## config.mk

```make
export PLATFORM = sky130hd
export DESIGN_NAME = mux_rr_arbiter
export DESIGN_NICKNAME = d
export VERILOG_FILES = /design/src/rtl/mux_arb_pkg.sv /design/src/rtl/rr_pick4.sv /design/src/rtl/mux_rr_arbiter.sv
export SDC_FILE = /design/constraint.sdc
export NUM_CORES = 1
export LEC_CHECK = 0
export ABC_AREA = 0
export BUFFER_PORTS_ARGS = -buffer_cell sky130_fd_sc_hd__buf_4
export CAP_MARGIN = 30
export CORE_ASPECT_RATIO = 1.2
export CORE_MARGIN = 2
export CORE_UTILIZATION = 48
export CTS_CLUSTER_DIAMETER = 120
export DETAILED_ROUTE_END_ITERATION = 6
export PLACE_DENSITY = 0.83
export SLEW_MARGIN = 20
export SYNTH_ARGS = -nofsm -noshare
export SYNTH_HDL_FRONTEND = slang
export SYNTH_SLANG_ARGS = --single-unit
```

## constraint.sdc

```tcl
create_clock -name clk -period 1.53 [get_ports clk]
set_input_delay 0.306 -clock clk [delete_from_list [all_inputs] [get_ports clk]]
set_output_delay 0.306 -clock clk [all_outputs]
set_load 0.05 [all_outputs]
```

## src/rtl/mux_arb_pkg.sv

```systemverilog
// Shared types and helpers for the round-robin mux arbiter.
// Select codes map directly onto the 4:1 mux select pins {sel1,sel2}.
package mux_arb_pkg;

    localparam int NUM_REQ = 4;

    typedef enum logic {
        IDLE  = 1'b0,
        GRANT = 1'b1
    } arb_state_e;

    localparam logic [1:0] SEL_I0 = 2'd0;
    localparam logic [1:0] SEL_I1 = 2'd1;
    localparam logic [1:0] SEL_I2 = 2'd2;
    localparam logic [1:0] SEL_I3 = 2'd3;

    function automatic logic [NUM_REQ-1:0] onehot_from_idx(input logic [1:0] idx);
        logic [NUM_REQ-1:0] oh;
        oh = '0;
        oh[idx] = 1'b1;
        return oh;
    endfunction

endpackage

```

## src/rtl/rr_pick4.sv

```systemverilog
// Combinational round-robin search: first set request at or after start, wrapping.
// Shared by the arbiter for both idle pickup and release-time handover.
module rr_pick4
    import mux_arb_pkg::*;
(
    input  logic [NUM_REQ-1:0] req,
    input  logic [1:0]         start,
    output logic               found,
    output logic [1:0]         idx
);

    // Scan farthest-to-nearest so the nearest hit is the one that sticks.
    always_comb begin
        found = 1'b0;
        idx   = start;
        for (int i = NUM_REQ - 1; i >= 0; i--) begin
            if (req[start + 2'(i)]) begin
                found = 1'b1;
                idx   = start + 2'(i);
            end
        end
    end

endmodule

```

## src/rtl/mux_rr_arbiter.sv

```systemverilog
// Round-robin owner selection for a shared 4:1 mux, with a MAX_HOLD-cycle quantum.
// All outputs are registered; sel keeps the last owner while idle so y never glitches.
module mux_rr_arbiter
    import mux_arb_pkg::*;
#(
    parameter int MAX_HOLD = 4
) (
    input  logic               clk,
    input  logic               reset,
    input  logic [NUM_REQ-1:0] req,
    output logic [NUM_REQ-1:0] grant,
    output logic               sel1,
    output logic               sel2,
    output logic               valid
);

    localparam int CNT_W = $clog2(MAX_HOLD) + 1;
    localparam logic [CNT_W-1:0] HOLD_LAST = CNT_W'(MAX_HOLD - 1);

    arb_state_e         state_q;
    logic [NUM_REQ-1:0] grant_q;
    logic [1:0]         sel_q;
    logic               valid_q;
    logic [CNT_W-1:0]   hold_cnt_q;
    logic [CNT_W-1:0]   hold_cnt_d;
    logic [1:0]         last_q;

    logic [1:0] pick_start;
    logic       pick_found;
    logic [1:0] pick_idx;
    logic       rel_now;

    // While granted, sel_q is the owner; searching from owner+1 lets it win again
    // only when nobody else is asking.
    assign pick_start = ((state_q == GRANT) ? sel_q : last_q) + 2'd1;
    assign rel_now    = !req[sel_q] || (hold_cnt_q == HOLD_LAST);
    assign hold_cnt_d = hold_cnt_q + CNT_W'(1);

    rr_pick4 u_pick (
        .req   (req),
        .start (pick_start),
        .found (pick_found),
        .idx   (pick_idx)
    );

    always_ff @(posedge clk or posedge reset) begin
        if (reset) begin
            state_q    <= IDLE;
            grant_q    <= '0;
            sel_q      <= SEL_I0;
            valid_q    <= 1'b0;
            hold_cnt_q <= '0;
            last_q     <= SEL_I3;
        end else begin
            case (state_q)
                IDLE: begin
                    if (pick_found) begin
                        state_q    <= GRANT;
                        grant_q    <= onehot_from_idx(pick_idx);
                        sel_q      <= pick_idx;
                        valid_q    <= 1'b1;
                        hold_cnt_q <= '0;
                    end
                end
                GRANT: begin
                    if (rel_now) begin
                        last_q     <= sel_q;
                        hold_cnt_q <= '0;
                        if (pick_found) begin
                            grant_q <= onehot_from_idx(pick_idx);
                            sel_q   <= pick_idx;
                        end else begin
                            state_q <= IDLE;
                            grant_q <= '0;
                            valid_q <= 1'b0;
                        end
                    end else begin
                        hold_cnt_q <= hold_cnt_d;
                    end
                end
                default: begin
                    state_q    <= IDLE;
                    grant_q    <= '0;
                    valid_q    <= 1'b0;
                    hold_cnt_q <= '0;
                end
            endcase
        end
    end

    assign grant = grant_q;
    assign sel1  = sel_q[1];
    assign sel2  = sel_q[0];
    assign valid = valid_q;

endmodule

```

==> summary.md <==
| Metric | Value |
|---|---|
| Largest net degree at the start of global routing | 14 |
| Via-per-instance ratio | between 5 and 6 |
| Min cycle time layout | 1.60 ns |
| Required arrival time at the worst endpoint | 1.70 ns |
| Vias | roughly 660 |
| Worst rel slew slack | about two thirds |
| Number of warnings issued by yosys | 0 |
| Post-DRT Antenna Nets | 0 |
| Setup-violating endpoint count in the final report | 10 |
| Worst Hold Class | input pin to async pin |
| Final critical-path setup slack | -0.0714 ns |
| Number of buffers inserted during clock tree synthesis | 3 |
| Dominant delay contributor by cell family on the critical path | simple AND/OR/NAND/NOR gates |
| Routed length per placed instance | between 10 and 15 µm |
| Slew at the pin with the worst max-slew slack | between 0.5 and 0.6 ns |
| Minimum setup slack after placement | -0.0812 ns |
| Layout cells sized above 1 | approximately 50% |
| Number of maximum-capacitance violations | 0 |
| Biggest cell delay along the critical path | between 0.4 and 0.5 ns |
| Post-synthesis instance total | 74 |
| Core area | approximately 1500 µm² |
| Count of unresolved DRC violations after routing | 0 |
| P_leak | around 0.53 nW |
| Async set-or-reset flop fraction in the synthesized netlist | 100% |
| Cell area after layout | about 1000 µm² |
| Number of placement rows | 15 |
| HPWL reported at the end of detailed placement | 1260 µm |
| Diodes inserted | 0 |
| Maximum buffer depth of the clock tree | 2 |
| Violated checks | setup timing |
| Worst reg2reg path depth | 6 |
| Overall Power | between 2 and 2.5 mW |
| # port buffers | 12 |
| Unrepaired setup endpoints after global routing | yes |
| Area of the die | ~1900 µm² |
| Violation count after the first detailed-route iteration | 9 |
| Post-Synthesis Net Count | between 80 and 90 |
| GPL Wtd Cong | between 0.8 and 0.9 |
| CP max FO | 5 |
| Chip Width | between 40 and 50 µm |
| Deepest level of the CTS H-tree | 1 |
| Power share of the sequential group | about 27% |
| Placed instance area | 975 µm² |
| Clock sink count | 13 |
| Num ports | 13 |
| Effective utilization at floorplan | between 50% and 60% |
| Final number of max-transition violations | 0 |
| Pwr Density | between 2000 and 2500 nW/µm² |
| Summed instance area of the synthesized netlist | roughly 760 µm² |
| Number of different library cells in the post-synthesis netlist | 31 |
| Number of register bits inferred by synthesis | 13 |
| Gate power share | a little over three fifths |
| Number of flops mapped to enable cells by yosys | 0 |
| Max rail drop VDD | 0.00143 V |
| Number of buffers and inverters on the critical path | 0 |
| Count of endpoints failing hold in the final timing report | 0 |
| Result of the run | complete, but fails checks |
| Largest clock skew in the final design | 0.000797 ns |
| Total routing usage reported by global routing | between 20 and 25% |
| Slowest-stage cell, CP | mux4_2 |
| Clock-pin slew on the worst setup and hold paths | roughly 0.080 ns |
| Arrival time worst endpoint | about 1.8 ns |
| Highest clock rate | approximately 620 MHz |
| Clock tree from TritonCTS | done |
| Global-route congestion overflow total | 0 |
| Type of the worst setup path | register to register |
| Critical path depth | 6 |
| Die extent in y | approximately 48 µm |
| Global-route wire length before repair | 2850 µm |
| Clock Root Buffer | clkbuf_4 |
| Nature of the critical path startpoint | register |
| Antenna violations before repair | 0 |
| Dominant synthesized flop cell | dfrtp_1 |
| Final layout net count | roughly 120 |
| Sequential share of the synthesized area | a little over two fifths |
| Layout Utilization | approximately 70% |
| Clock power share | between 10% and 20% |
| CP Cell Sequence | mux4_2 > nor2b_4 > and2_4 > nor2_8 > nand2b_4 > o21a_1 |
| Post-route fraction of the period consumed by the critical path | 105% |
| Register-to-register setup slack | -0.07 ns |
| Final wirelength | approximately 1800 µm |
| Clock latency on the worst-skew pair | approximately 0.27 ns |
| TNS Setup | -0.452 ns |
| Total internal power | about 1.2 mW |
| Detailed Routing Iterations Pass 1 | 4 |
| Worst Setup End Kind | register |
| Avg Synthesized Cell Area | roughly 10 µm² |
| Net Sw Power | about 940 µW |
| Number of global-route vias before repair | about 640 |
| Syn-to-layout area delta | 37.7% |
| Fraction of power spent switching nets | 43.9% |
cell usage in the layout (no fill, tap or decap), types with 2 or more instances in the layout:
master / instances
o21ai_1: 4
dfrtp_1: 8
inv_1: 8
a21oi_1: 2
buf_4: 29
dfstp_2: 2
dfrtp_2: 3
clkbuf_4: 3
mux2_2: 2
nor2_1: 5
o21ai_2: 2
a21oi_2: 4
ha_1: 3
nand2_1: 10
flip-flops by register name, summed over array words and instances, names as in the netlist:
register / count
last_q: 2
hold_cnt_q: 3
state_q: 1
sel_q: 2
valid: 1
grant: 4
power groups by stage:
stage | Sequential, mW | Combinational, mW | Clock [mW]
global placement | 0.584 | 1.20 | 0
CTS | 0.584 | 1.28 | 0.215
finish | 0.582 | 1.35 | 0.216
floorplan | 0.820 | 0.578 | 0
global route | 0.601 | 1.45 | 0.230
detailed placement | 0.591 | 1.23 | 0
Yosys cell counts (2+ instances only):
master	count	share of area (%)
dfrtp_1	11	36
nand2_1	10	4.9
inv_1	8	4.0
nor2_1	6	3.0
a21oi_1	5	3.3
o21ai_0	5	3.3
ha_1	3	4.9
dfstp_2	2	6.9
mux2_2	2	3.0
timing repair:
item | CTS | global route
pin swaps | 2 | 4
setup endpoints to repair | 9 | 12
hold endpoints to repair | 0 | 0
hold buffers | 0 | 0
buffers inserted | 2 | 0
resized for setup | 2 | 9
through the flow:
step                      hold slack (ns)  std cells
after floorplan                     0.181         74
after global placement              0.345        117
after detailed placement            0.352        117
after CTS                          0.0544        123
after global routing               0.0878        123
final                              0.0562        123
cells by family after synthesis:
kind of cell,after synthesis,share of synthesized area (%)
compound gates,20,17.5
xor+xnor,1,1.15
fa+ha+maj,3,4.94
buf+inv,9,5.44
flops,13,43.2
mux,5,10.2
simple gates,23,17.6
per-layer routing:
layer  global-route usage (%)  vias to the layer above  part of all wire [%]
met5                        0                        -                     0
li1                         -                      323                     -
met2                     37.4                       13                    57
met1                     27.8                      315                    40
met3                     4.65                        4                   2.7
met4                     9.33                        0                  0.97
layout make-up:
| class | instances | area, µm² |
|---|---|---|
| multi-input cells | 52 | 419 |
| fillers | 107 | 418 |
| well taps | 17 | 21.3 |
| inverters | 8 | 30.0 |
| repair buffers | 29 | 218 |
| clock buffers | 4 | 26.3 |
| flip-flops and latches | 13 | 332 |
path summary, 6_finish.rpt:
check                               from            end
max                             sel_q[0]       sel_q[1]
min                                reset       grant[3]
max reg2reg                     sel_q[0]       sel_q[1]
min reg2reg                hold_cnt_q[2]  hold_cnt_q[2]
max in group asynchronous          reset        state_q
min in group clk           hold_cnt_q[2]  hold_cnt_q[2]
(Power assumes the default switching activity.)
